<file path="src/rtl/motctl_arbiter.sv">
// motctl_arbiter: shares BOTSIM MotCtl_in between a high-priority gesture channel (G) and a
// low-priority autonomous channel (A), switching only on upd_sysregs ticks. Optional macro: MOTCTL_SOFT_STOP_EN.
module motctl_arbiter #(
   parameter int TIMEOUT_TICKS = 16,
   parameter int MIN_HOLD      = 2
) (
   input  logic       clk,
   input  logic       reset,
   input  logic       upd_sysregs,
   input  logic       g_req,
   input  logic       g_valid,
   input  logic [7:0] g_cmd,
   output logic       g_gnt,
   input  logic       a_req,
   input  logic       a_valid,
   input  logic [7:0] a_cmd,
   output logic       a_gnt,
   output logic [7:0] motctl_out,
   output logic [1:0] owner,
   output logic       wdog_trip
);
   localparam int              WD_W     = $clog2(TIMEOUT_TICKS + 1);
   localparam logic [WD_W-1:0] WD_LIMIT = WD_W'(TIMEOUT_TICKS);
   localparam logic [3:0]      HOLD_MAX = 4'(MIN_HOLD);

   typedef enum logic [2:0] {
      S_IDLE  = 3'd0,
      S_OWN_G = 3'd1,
      S_OWN_A = 3'd2,
      S_TRIP  = 3'd3,
      S_STOP  = 3'd4
   } state_t;

`ifdef MOTCTL_SOFT_STOP_EN
   localparam state_t TO_G = S_STOP;
   localparam state_t TO_A = S_STOP;
`else
   localparam state_t TO_G = S_OWN_G;
   localparam state_t TO_A = S_OWN_A;
`endif

   state_t          r_state;
   state_t          w_nxt;
   state_t          w_idle_pick;
   logic            r_trip_g;
   logic [7:0]      r_g_shadow;
   logic [7:0]      r_a_shadow;
   logic [WD_W-1:0] r_wdog_cnt;
   logic [WD_W-1:0] w_wd_inc;
   logic [3:0]      r_hold_cnt;
   logic [3:0]      w_hold_inc;
   logic [7:0]      w_g_cmd;
   logic [7:0]      w_a_cmd;
   logic            w_owning;
   logic            w_own_valid;
   logic            w_expired;

   // A strobe coinciding with a tick bypasses the shadow so the fresh command goes out.
   assign w_g_cmd     = g_valid ? g_cmd : r_g_shadow;
   assign w_a_cmd     = a_valid ? a_cmd : r_a_shadow;
   assign w_owning    = (r_state == S_OWN_G) || (r_state == S_OWN_A);
   assign w_own_valid = ((r_state == S_OWN_G) && g_valid) || ((r_state == S_OWN_A) && a_valid);
   assign w_wd_inc    = r_wdog_cnt + WD_W'(1);
   assign w_expired   = w_owning && !w_own_valid && (w_wd_inc == WD_LIMIT);
   assign w_hold_inc  = (r_hold_cnt >= HOLD_MAX) ? HOLD_MAX : (r_hold_cnt + 4'd1);

   // Next-state selection, only committed on ticks; preemption uses the count including this tick.
   always_comb begin
      if (g_req) begin
         w_idle_pick = S_OWN_G;
      end else if (a_req) begin
         w_idle_pick = S_OWN_A;
      end else begin
         w_idle_pick = S_IDLE;
      end
      w_nxt = r_state;
      case (r_state)
         S_IDLE, S_STOP: w_nxt = w_idle_pick;
         S_OWN_G: begin
            if (w_expired) begin
               w_nxt = S_TRIP;
            end else if (!g_req) begin
               w_nxt = a_req ? TO_A : S_IDLE;
            end else begin
               w_nxt = S_OWN_G;
            end
         end
         S_OWN_A: begin
            if (w_expired) begin
               w_nxt = S_TRIP;
            end else if (!a_req) begin
               w_nxt = g_req ? TO_G : S_IDLE;
            end else if (g_req && (w_hold_inc >= HOLD_MAX)) begin
               w_nxt = TO_G;
            end else begin
               w_nxt = S_OWN_A;
            end
         end
         S_TRIP: begin
            if (r_trip_g ? !g_req : !a_req) begin
               w_nxt = S_IDLE;
            end else begin
               w_nxt = S_TRIP;
            end
         end
         default: w_nxt = S_IDLE;
      endcase
   end

   // State, counters, shadows and registered outputs.
   always_ff @(posedge clk or negedge reset) begin
      if (!reset) begin
         r_state    <= S_IDLE;
         r_trip_g   <= 1'b0;
         r_g_shadow <= 8'h00;
         r_a_shadow <= 8'h00;
         r_wdog_cnt <= {WD_W{1'b0}};
         r_hold_cnt <= 4'd0;
         motctl_out <= 8'h00;
         g_gnt      <= 1'b0;
         a_gnt      <= 1'b0;
         owner      <= 2'b00;
         wdog_trip  <= 1'b0;
      end else begin
         if (g_valid) r_g_shadow <= g_cmd;
         if (a_valid) r_a_shadow <= a_cmd;
         if (upd_sysregs) begin
            r_state <= w_nxt;
            if ((w_nxt == S_TRIP) && (r_state != S_TRIP)) r_trip_g <= (r_state == S_OWN_G);
            r_hold_cnt <= ((r_state == S_OWN_A) && (w_nxt == S_OWN_A)) ? w_hold_inc : 4'd0;
            r_wdog_cnt <= (w_owning && (w_nxt == r_state) && !w_own_valid) ? w_wd_inc : {WD_W{1'b0}};
            case (w_nxt)
               S_OWN_G: begin
                  motctl_out <= w_g_cmd;
                  g_gnt      <= 1'b1;
                  a_gnt      <= 1'b0;
                  owner      <= 2'b01;
                  wdog_trip  <= 1'b0;
               end
               S_OWN_A: begin
                  motctl_out <= w_a_cmd;
                  g_gnt      <= 1'b0;
                  a_gnt      <= 1'b1;
                  owner      <= 2'b10;
                  wdog_trip  <= 1'b0;
               end
               S_TRIP: begin
                  motctl_out <= 8'h00;
                  g_gnt      <= 1'b0;
                  a_gnt      <= 1'b0;
                  owner      <= 2'b11;
                  wdog_trip  <= 1'b1;
               end
               default: begin
                  motctl_out <= 8'h00;
                  g_gnt      <= 1'b0;
                  a_gnt      <= 1'b0;
                  owner      <= 2'b00;
                  wdog_trip  <= 1'b0;
               end
            endcase
         end else if (w_own_valid) begin
            r_wdog_cnt <= {WD_W{1'b0}};
         end
      end
   end
endmodule

</file>
<file path="config.mk">
export PLATFORM = sky130hd
export DESIGN_NAME = motctl_arbiter
export DESIGN_NICKNAME = d
export VERILOG_FILES = /design/src/rtl/motctl_arbiter.sv
export SDC_FILE = /design/constraint.sdc
export NUM_CORES = 1
export LEC_CHECK = 0
export CORE_ASPECT_RATIO = 1.75
export CORE_MARGIN = 2
export CORE_UTILIZATION = 50
export DETAILED_ROUTE_END_ITERATION = 6
export PLACE_DENSITY = 0.87
export SYNTH_ARGS = -nofsm -noshare
export SYNTH_HDL_FRONTEND = slang
export SYNTH_SLANG_ARGS = --single-unit
</file>
<file path="constraint.sdc">
create_clock -name clk -period 3.67 [get_ports clk]
set_input_delay 0.734 -clock clk [delete_from_list [all_inputs] [get_ports clk]]
set_output_delay 0.734 -clock clk [all_outputs]
set_load 0.02 [all_outputs]
</file>
# Yosys cells after proc, flatten, opt, wreduce, memory -nomap -nowiden
# Index checks and enable logic that the tools add are counted.
word_totals:
  register_bits: 42
  in_bits: 23
  out_inout_bits: 13
op_classes:
  n_addsub: 2
  n_lt_le_gt_ge: 2
  n_eq_ne: 10
  muxes: 22
  n_reduce_logical: 18
ops:
  columns: ["operator", "n"]
  rows:
  - ["two-way mux 8 bit", 2]
  - ["one-hot mux 8 bit (2 select lines)", 1]
  - ["two-way mux 5 bit", 3]
  - ["equality test 3 x 2 -> 1 bit, second input constant", 4]
  - ["one-hot mux 3 bit (4 select lines)", 1]
  - ["two-way mux 2 bit", 5]
  - ["logical AND 1 bit", 9]
  - ["greater-or-equal comparator 4 x 2 -> 1 bit, second input constant", 2]
  - ["two-way mux 4 bit", 2]
  - ["equality test 3 x 1 -> 1 bit, second input constant", 2]
  - ["two-way mux 3 bit", 2]
  - ["one-hot mux 2 bit (3 select lines)", 1]
  - ["adder 5 x 1 -> 5 bit, second input constant", 1]
  - ["equality test 5 bit, second input constant", 1]
  - ["two-way mux 1 bit", 5]
  - ["adder 4 x 1 -> 4 bit, second input constant", 1]
  - ["equality test 3 bit", 1]
  - ["equality test 3 bit, second input constant", 1]
  - ["zero test 1 bit", 3]
  - ["zero test 3 bit", 1]
  - ["inequality test 3 x 2 -> 1 bit, second input constant", 1]
  - ["logical OR 1 bit", 2]
  - ["AND reduction 2 bit", 1]
  - ["nonzero test 2 bit", 1]
  - ["OR reduction 2 bit", 1]

# Logic depth before layout (Yosys ltp)
# Gate-level depths: netlist of run 1.
logic_depth:
  ltp_word: 13
  depth_mapped: 12

# Worst setup path after synthesis of run 1
# Ideal clock, no wire load.
synth_path:
  path_type: "in2reg"
  from: "in g_valid"
  to: "reg r_trip_g"
  setup_ps: 128
  arrival_ps: 2504
  setup_slack_ps: 1038
  path_stages: 10
  n_path_buf: 1
  cell_sequence: "buf_2 > a22oi_1 > nand4_1 > nor4_1 > nor2_1 > inv_1 > ha_1 > nand2_1 > nor2_1 > mux2_1"
synth_between:
  elab_chain_cells: 10
synth_rtl:
  columns: ["element", "line_no", "text"]
  rows:
  - ["start, declared", "11", "input logic g_valid,"]
  - ["logical AND 1 bit (*)", "62", "assign w_own_valid = ((r_state == S_OWN_G) && g_valid) || ((r_state == S_OWN_A) && a_valid);"]
  - ["logical OR 1 bit (*)", "62", null]
  - ["zero test 1 bit (*)", "64", "assign w_expired = w_owning && !w_own_valid && (w_wd_inc == WD_LIMIT);"]
  - ["logical AND 1 bit (*) (2 in series)", "64", null]
  - ["two-way mux 2 bit or two-way mux 3 bit (tied branches)", "89, 80", null]
  - ["one-hot mux 3 bit (4 select lines) (*)", "77", "case (r_state)"]
  - ["net w_nxt[0]", "43", "state_t w_nxt;"]
  - ["equality test 3 x 2 -> 1 bit (*)", "129", "if ((w_nxt == S_TRIP) && (r_state != S_TRIP)) r_trip_g <= (r_state == S_OWN_G);"]
  - ["logical AND 1 bit (*)", "129", null]
  - ["AND reduction 2 bit (no source line) (*)", null, null]
  - ["end signal, assigned", "129", null]
  - ["end, declared", "45", "logic r_trip_g;"]
# The timed path passes the listed nets; every way through them passes the cells marked *.
# A chain may end at the register's enable or synchronous reset.

# Final worst setup path of run 1
layout_path:
  from: "reg r_state[0]"
  to: "reg motctl_out[5]"
layout_between:
  elab_chain_cells: 10
layout_rtl:
  columns: ["element", "line_no", "text"]
  rows:
  - ["start, declared", "42", "state_t r_state;"]
  - ["start signal, assigned", "128", "r_state <= w_nxt;"]
  - ["equality test 3 x 1 -> 1 bit or equality test 3 x 2 -> 1 bit (tied branches)", "61, 62, 77", null]
  - ["logical AND 1 bit", "62", null]
  - ["logical OR 1 bit", "62", null]
  - ["zero test 1 bit", "64", null]
  - ["logical AND 1 bit (2 in series)", "64", null]
  - ["two-way mux 2 bit or two-way mux 3 bit (tied branches)", "89, 80", null]
  - ["one-hot mux 3 bit (4 select lines) (*)", "77", null]
  - ["equality test 3 x 2 -> 1 bit or equality test 3 x 1 -> 1 bit (tied branches)", "132", "case (w_nxt)"]
  - ["one-hot mux 8 bit (2 select lines) (*)", "132", null]
  - ["end signal, assigned", "134", "motctl_out <= w_g_cmd;"]
  - ["end signal, assigned", "141", "motctl_out <= w_a_cmd;"]
  - ["end, declared", "18", "output logic [7:0] motctl_out,"]
# Mark *: on every way between the ends. The rest lies on a longest branch, timed or not.

==> summary.txt, run 1 <==
Outcome
  – Outcome: finished clean

Final layout
  – Fill count: 303
  – Layout cells sized above 1: roughly 11%
  – Area grow syn2layout: 24.7%
  – FF+latch area: around 1000 um^2
  – Most frequent cells in the layout: dfrtp_1 (40), clkdlybuf4s50_1 (34), inv_1 (18), ha_1 (11)
  – Ant. Diodes: 0
  – Commonest non-fill, non-tap cell in the layout: dfrtp_1
  – Multi-input gate area: between 900 and 1000 um^2
  – Final net count: around 260

Hold path
  – Hold crit path type: register to register

Worst setup path
  – Crit-path cells: inv_1 > ha_1 > a22oi_1 > nand4_1 > nor4_1 > nor2_1 > ha_1 > a22oi_1 > o22ai_1
  – Critical path buffer and inverter count: 1
  – Worst Setup Path Type: register to register
  – Critical Path RT: about 3.8 ns
  – CP max stage delay: ~0.58 ns
  – Crit path DAT: approximately 3.4 ns
  – Critical-path top delay cell: nor4_1
  – CP max FO: 12
  – Crit path max-delay family: simple AND/OR/NAND/NOR gates
  – Crit path capture type: register
  – Startpoint class of the critical path: register

Synthesis
  – Number of enable flip-flop cells after synthesis: 0
  – Cells after synthesis: 186
  – Yosys Warn Count: 0
  – Synth unique cells: 39
  – Seq/Total Area, Yosys: about half
  – Post-synthesis register bit count: 40
  – Dominant synthesized flop cell: dfrtp_1
  – Syn_area_per_cell: around 11 um^2
  – Post-synth ARST share: 100%
  – Syn_nets: 220
  – Synth Cell Area: between 2000 and 2500 um^2

Placed design
  – Number of I/O port buffers: 35
  – Final GP Congestion: between 0.9 and 1
  – Hpwl dp: ~3500 um

Timing
  – Fin crit period: ~3.2 ns
  – Max Freq: ~0.31 GHz
  – Final Skew: roughly 0.0056 ns
  – Tightest Pin Transition: ~0.86 ns
  – # setup viols final: 0
  – Max Slew Vio Count: 0
  – Final hold vios: 0
  – Min Hold Slack: ~0.49 ns
  – Worst rel slew slack: 42.5%
  – Unrepaired setup endpoints after global routing: no
  – Final Cycle Share: around nine tenths
  – Setup TNS: 0 ns

GRT
  – Total track usage: roughly a quarter
  – Gr ovfl total: 0
  – First-pass GRT wire length: slightly below 8000 um
  – Initial antenna violation count: 0
  – Vias in the first global route: about 1700
  – Largest net degree at the start of global routing: 41

Drt
  – Initial DRC count: 39
  – Routed len/inst: between 15 and 20 um
  – Vias post-DR: 1621
  – DRT Pass-1 Iters: 4
  – Post-DRT Antenna Nets: 0
  – Vias/cell: 6.00
  – DR DRC count: 0
  – Final WL: 4850 um

Clock tree
  – Clk_lat worst skew: slightly below 0.3 ns
  – H-tree depth: 2
  – Root buffer cell: clkbuf_8
  – Clock Sink Count: 40
  – Longest Clk Path Bufs: 2
  – Clk slew on worst S/H paths: 0.08 ns
  – CTS tree: built
  – Num CTS Buffers: 5
  – Hold buffer count at cts: 0
  – Postcts setup bufs: 0
  – Post-CTS resize count: 0

Die
  – IO Count: 36
  – Initial core utilization: approximately 52%
  – CORE AREA: around 3900 um^2
  – Die width: 52.3 um
  – Die span in y: ~90 um
  – Die area: approximately 4600 um^2
  – Cell Rows: 30

Flow run
  – Max cap viols: 0

Power and ir drop
  – P per Cell Area: slightly below 600 nW/um^2
  – Peak VDD IR: about 630 uV
  – P_leak: between 1 and 1.5 nW
-- registers in the layout, summed over array words and instances (netlist names) --
signal      cells
owner           1
r_a_shadow      8
r_wdog_cnt      5
g_gnt           1
a_gnt           1
wdog_trip       1
r_state         2
r_hold_cnt      4
r_g_shadow      8
r_trip_g        1
motctl_out      8
-- path summary, 6_finish.rpt --
| path | from | endpoint | slack (ns) | depth (start not counted) |
|---|---|---|---|---|
| worst max-delay path | r_state[0] | motctl_out[5] | 0.42 | 9 |
| max in group asynchronous | reset | r_hold_cnt[3] | 2.58 | 1 |
| worst min-delay path | r_g_shadow[6] | r_g_shadow[6] | 0.49 | 1 |
| worst min register to register | r_g_shadow[6] | r_g_shadow[6] | 0.49 | 1 |
| worst max register to register | r_state[0] | motctl_out[5] | 0.42 | 9 |
| min in group asynchronous | reset | r_a_shadow[0] | 0.55 | 1 |
-- final cells by class --
type | count | share of cell area [%]
clock buffers | 6 | 3.24
clock inverters | 2 | 1.52
inverters | 18 | 2.65
multi-input cells | 118 | 36.6
flip-flops and latches | 40 | 39.3
well taps | 48 | 2.36
repair buffers | 38 | 14.4
-- metal layers --
layer	part of all wire [%]	global-route usage (%)
met5	0	0
met4	4.9	16.1
met3	4.6	3.72
met2	56	40.8
met1	35	25.6
-- cell usage after synthesis (all sizes together) (3+ instances only) --
library cell	n	area share (%)
ha	11	6.7
mux2	19	10
clkbuf	5	0.92
nand2	9	1.7
o21ai	4	0.98
nor2	8	1.5
o41ai	4	1.7
nand3	5	1.2
nand2b	5	1.5
o22ai	10	3.1
dfrtp	40	49
a21oi	3	0.73
inv	18	3.3
a22oi	9	3.3
xnor2	4	1.7
buf	5	1.2
-- stage by stage --
stage / cell area (um^2) / setup slack (ns) / total power, mW / instances / utilization, %
global placement: 2430 / 0.502 / 1.10 / 262 / 62.2
floorplan: 2040 / 1.04 / 0.903 / 186 / -
global route: 2550 / 0.241 / 1.57 / 270 / 65.3
CTS: 2550 / 0.486 / 1.50 / 270 / 65.3
detailed placement: 2430 / 0.414 / 1.12 / 262 / 62.2
finish: 2550 / 0.421 / 1.50 / 270 / 65.3
-- where the power goes --
group,total (mW),switching [mW],internal [mW]
registers,0.572,0.0550,0.517
logic,0.548,0.311,0.237
clock network,0.380,0.158,0.222
-- worst reg2reg max path, cell delays in order (launching register included) --
cell	delay, ns
dfrtp_1	0.48
inv_1	0.13
ha_1	0.36
a22oi_1	0.34
nand4_1	0.19
nor4_1	0.58
nor2_1	0.22
ha_1	0.42
a22oi_1	0.27
o22ai_1	0.12
-- kinds of logic (layout without fill, tap and decap cells) --
family                     Yosys count  in the layout  synth area share (%)
AOI/OAI and AO/OA                   40             40                  14.1
adders and majority gates           11             11                  6.73
DFF                                 40             40                  49.0
muxes                               19             19                  10.5
xor gates and xnor gates             6              6                  2.57
buffers and inverters               28             64                  5.45
and+or+nand+nor                     42             42                  11.7
No activity file was read; power rests on OpenSTA's default activity.
==> run 2: changes to the inputs <==
--- a/config.mk
+++ b/config.mk
@@ -5,10 +5,12 @@
 export SDC_FILE = /design/constraint.sdc
 export NUM_CORES = 1
 export LEC_CHECK = 0
+export ABC_AREA = 0
 export CORE_ASPECT_RATIO = 1.75
 export CORE_MARGIN = 2
 export CORE_UTILIZATION = 50
 export DETAILED_ROUTE_END_ITERATION = 6
+export GPL_TIMING_DRIVEN = 0
 export PLACE_DENSITY = 0.87
 export SYNTH_ARGS = -nofsm -noshare
 export SYNTH_HDL_FRONTEND = slang
==> summary.txt, run 2 (same netlist as run 1, synthesis figures left out) <==
Outcome
  – Outcome: finished clean

Worst setup path
  – Reg2reg end: motctl_out[6]
  – Critical-path top delay cell: dfrtp_1
  – Crit path capture type: register
  – R2R depth: 12 (+3)
  – CP max FO: 10 (-2)
  – CP startpoint: r_state[0]
  – CP max stage delay: 0.48 ns (-0.10 ns)
  – Startpoint class of the critical path: register
  – Crit-path cells: inv_1 > ha_1 > clkbuf_1 > a22oi_1 > nand4_1 > nor3_1 > o22ai_1 > inv_1 > ha_1 > clkbuf_1 > a22oi_1 > o22ai_1
  – R2R Setup Slk: 0.51 ns (+0.09 ns)
  – Worst Setup Path Type: register to register
  – Critical Path RT: 3.88 ns (+0.05 ns)
  – RR Startpoint: r_state[0]
  – Crit path DAT: 3.37 ns (-0.03 ns)

Final layout
  – Area grow syn2layout: 24.0%
  – Most frequent cells in the layout: dfrtp_1 (40), clkdlybuf4s50_1 (31), inv_1 (18), ha_1 (11)
  – Ant. Diodes: 0 (unchanged)
  – Design area: 2530 um^2 (-0.59%)
  – FF+latch area: 1000 um^2 (unchanged)
  – Final net count: 259 (+1.6%)
  – Top flop regs: motctl_out x8, r_a_shadow x8, r_g_shadow x8
  – Layout cells sized above 1: 10.6% (-0.19 points)
  – Multi-input gate area: 932 um^2 (unchanged)
  – Fill count: 306 (+0.99%)
  – Commonest non-fill, non-tap cell in the layout: dfrtp_1

Power and ir drop
  – P_leak: 1.09 nW (-1.1%)
  – Peak VDD IR: 619 uV (-2.1%)
  – P per Cell Area: 586 nW/um^2 (-0.51%)

Clock tree
  – Num CTS Buffers: 5 (unchanged)
  – Root buffer cell: clkbuf_8
  – Clk slew on worst S/H paths: 0.08 ns (about the same)
  – H-tree depth: 2 (unchanged)
  – Clock Sink Count: 40 (unchanged)
  – Postcts setup bufs: 0 (unchanged)
  – Longest Clk Path Bufs: 2 (unchanged)
  – Post-CTS resize count: 0 (unchanged)
  – Clk_lat worst skew: 0.30 ns (about the same)
  – CTS tree: built
  – Hold buffer count at cts: 0 (unchanged)

Drt
  – DRT Pass-1 Iters: 4 (unchanged)
  – Vias post-DR: 1562 (-3.6%)
  – Post-DRT Antenna Nets: 0 (unchanged)
  – Routed len/inst: 17.7 um (-1.6%)
  – Vias/cell: 5.70 (-5.0%)
  – Final WL: 4850 um (-0.16%)
  – Initial DRC count: 70 (+79%)
  – DR DRC count: 0 (unchanged)

Hold path
  – Hold Path Depth: 1 (unchanged)
  – Hold_sp: r_a_shadow[7]
  – Worst Hold Path EP: r_a_shadow[7]
  – Hold crit path type: register to register

Timing
  – Tightest Pin Transition: 0.842 ns (-0.0200 ns)
  – Final Cycle Share: 86.0% (-2.5 points)
  – Final worst slack: 0.513 ns (+0.0920 ns)
  – Min Hold Slack: 0.494 ns (+0.00280 ns)
  – Fin crit period: 3.16 ns (-0.0920 ns)
  – Unrepaired setup endpoints after global routing: no
  – Max Slew Vio Count: 0 (unchanged)
  – Setup TNS: 0 ns (unchanged)
  – Final hold vios: 0 (unchanged)
  – Worst rel slew slack: 43.8% (+1.3 points)
  – # setup viols final: 0 (unchanged)
  – Final Skew: 0.0101 ns (+0.00448 ns)
  – Max Freq: 0.317 GHz (+2.9%)

Die
  – IO Count: 36 (unchanged)
  – Die width: 52.3 um (unchanged)
  – Die area: 4640 um^2 (unchanged)
  – CORE AREA: 3900 um^2 (unchanged)
  – Die span in y: 88.6 um (unchanged)
  – Cell Rows: 30 (unchanged)
  – Initial core utilization: 52.4% (unchanged)

Placed design
  – Pre-CTS setup slack: 0.574 ns (+0.160 ns)
  – Hpwl dp: 3420 um (-1.5%)
  – Final GP Congestion: 0.807 (-11%)
  – Number of I/O port buffers: 32 (-8.6%)
  – Post-DP Area: 2420 um^2 (-0.36%)

GRT
  – Vias in the first global route: 1628 (-3.4%)
  – Largest net degree at the start of global routing: 41 (unchanged)
  – First-pass GRT wire length: 8110 um (+2.7%)
  – Initial antenna violation count: 0 (unchanged)
  – Gr ovfl total: 0 (unchanged)
  – Total track usage: 24.4% (+0.84 points)

Flow run
  – Max cap viols: 0 (unchanged)
==> run 2: stage by stage <==
step / std cells / total power, mW / utilization (%)
2_1_floorplan: 186 / 0.903 / -
3_3_place_gp: 266 / 1.10 / 62.1
3_5_place_dp: 266 / 1.11 / 62.0
4_1_cts: 274 / 1.49 / 64.9
5_1_grt: 274 / 1.57 / 64.9
6_report: 274 / 1.48 / 64.9
==> run 2: how the worst max path moves through the flow <==
stage	endpoint	slack, ns	cells past startpoint
after detailed placement	motctl_out[5]	0.57	12
after global placement	motctl_out[5]	0.64	12
after CTS	motctl_out[6]	0.51	12
after floorplan	r_trip_g	1.04	10
final	motctl_out[6]	0.51	12
after global routing	motctl_out[6]	0.19	12
==> run 2: where the power goes <==
part | total [mW] | internal, mW | leakage (nW) | switching (mW)
logic | 0.546 | 0.237 | 0.521 | 0.309
registers | 0.571 | 0.517 | 0.510 | 0.0533
clock network | 0.368 | 0.205 | 0.0548 | 0.163
total | 1.48 | 0.960 | 1.09 | 0.525
==> run 2: final cells by class <==
type	instances	share of cell area [%]
multi-input combinational	118	36.8
buffer	10	1.73
clock inverter	3	1.83
tap	48	2.37
timing repair buffer	32	12.4
clock buffer	5	2.71
sequential	40	39.5
inverter	18	2.67
==> run 2: worst max-delay path: cells and delay by family (launching register included) <==
kind,cells,cell delay (ns)
buf+inv,4,0.88
compound gates,4,0.84
flops,1,0.48
simple gates,2,0.45
fa+ha+maj,2,0.42
==> run 2: metal layers <==
layer,wire [um],track usage (%),up-vias
li1,-,-,742
met1,1730,26.7,777
met2,2850,43.9,31
met3,120,4.39,12
met4,144,12.4,0
met5,0,0,-
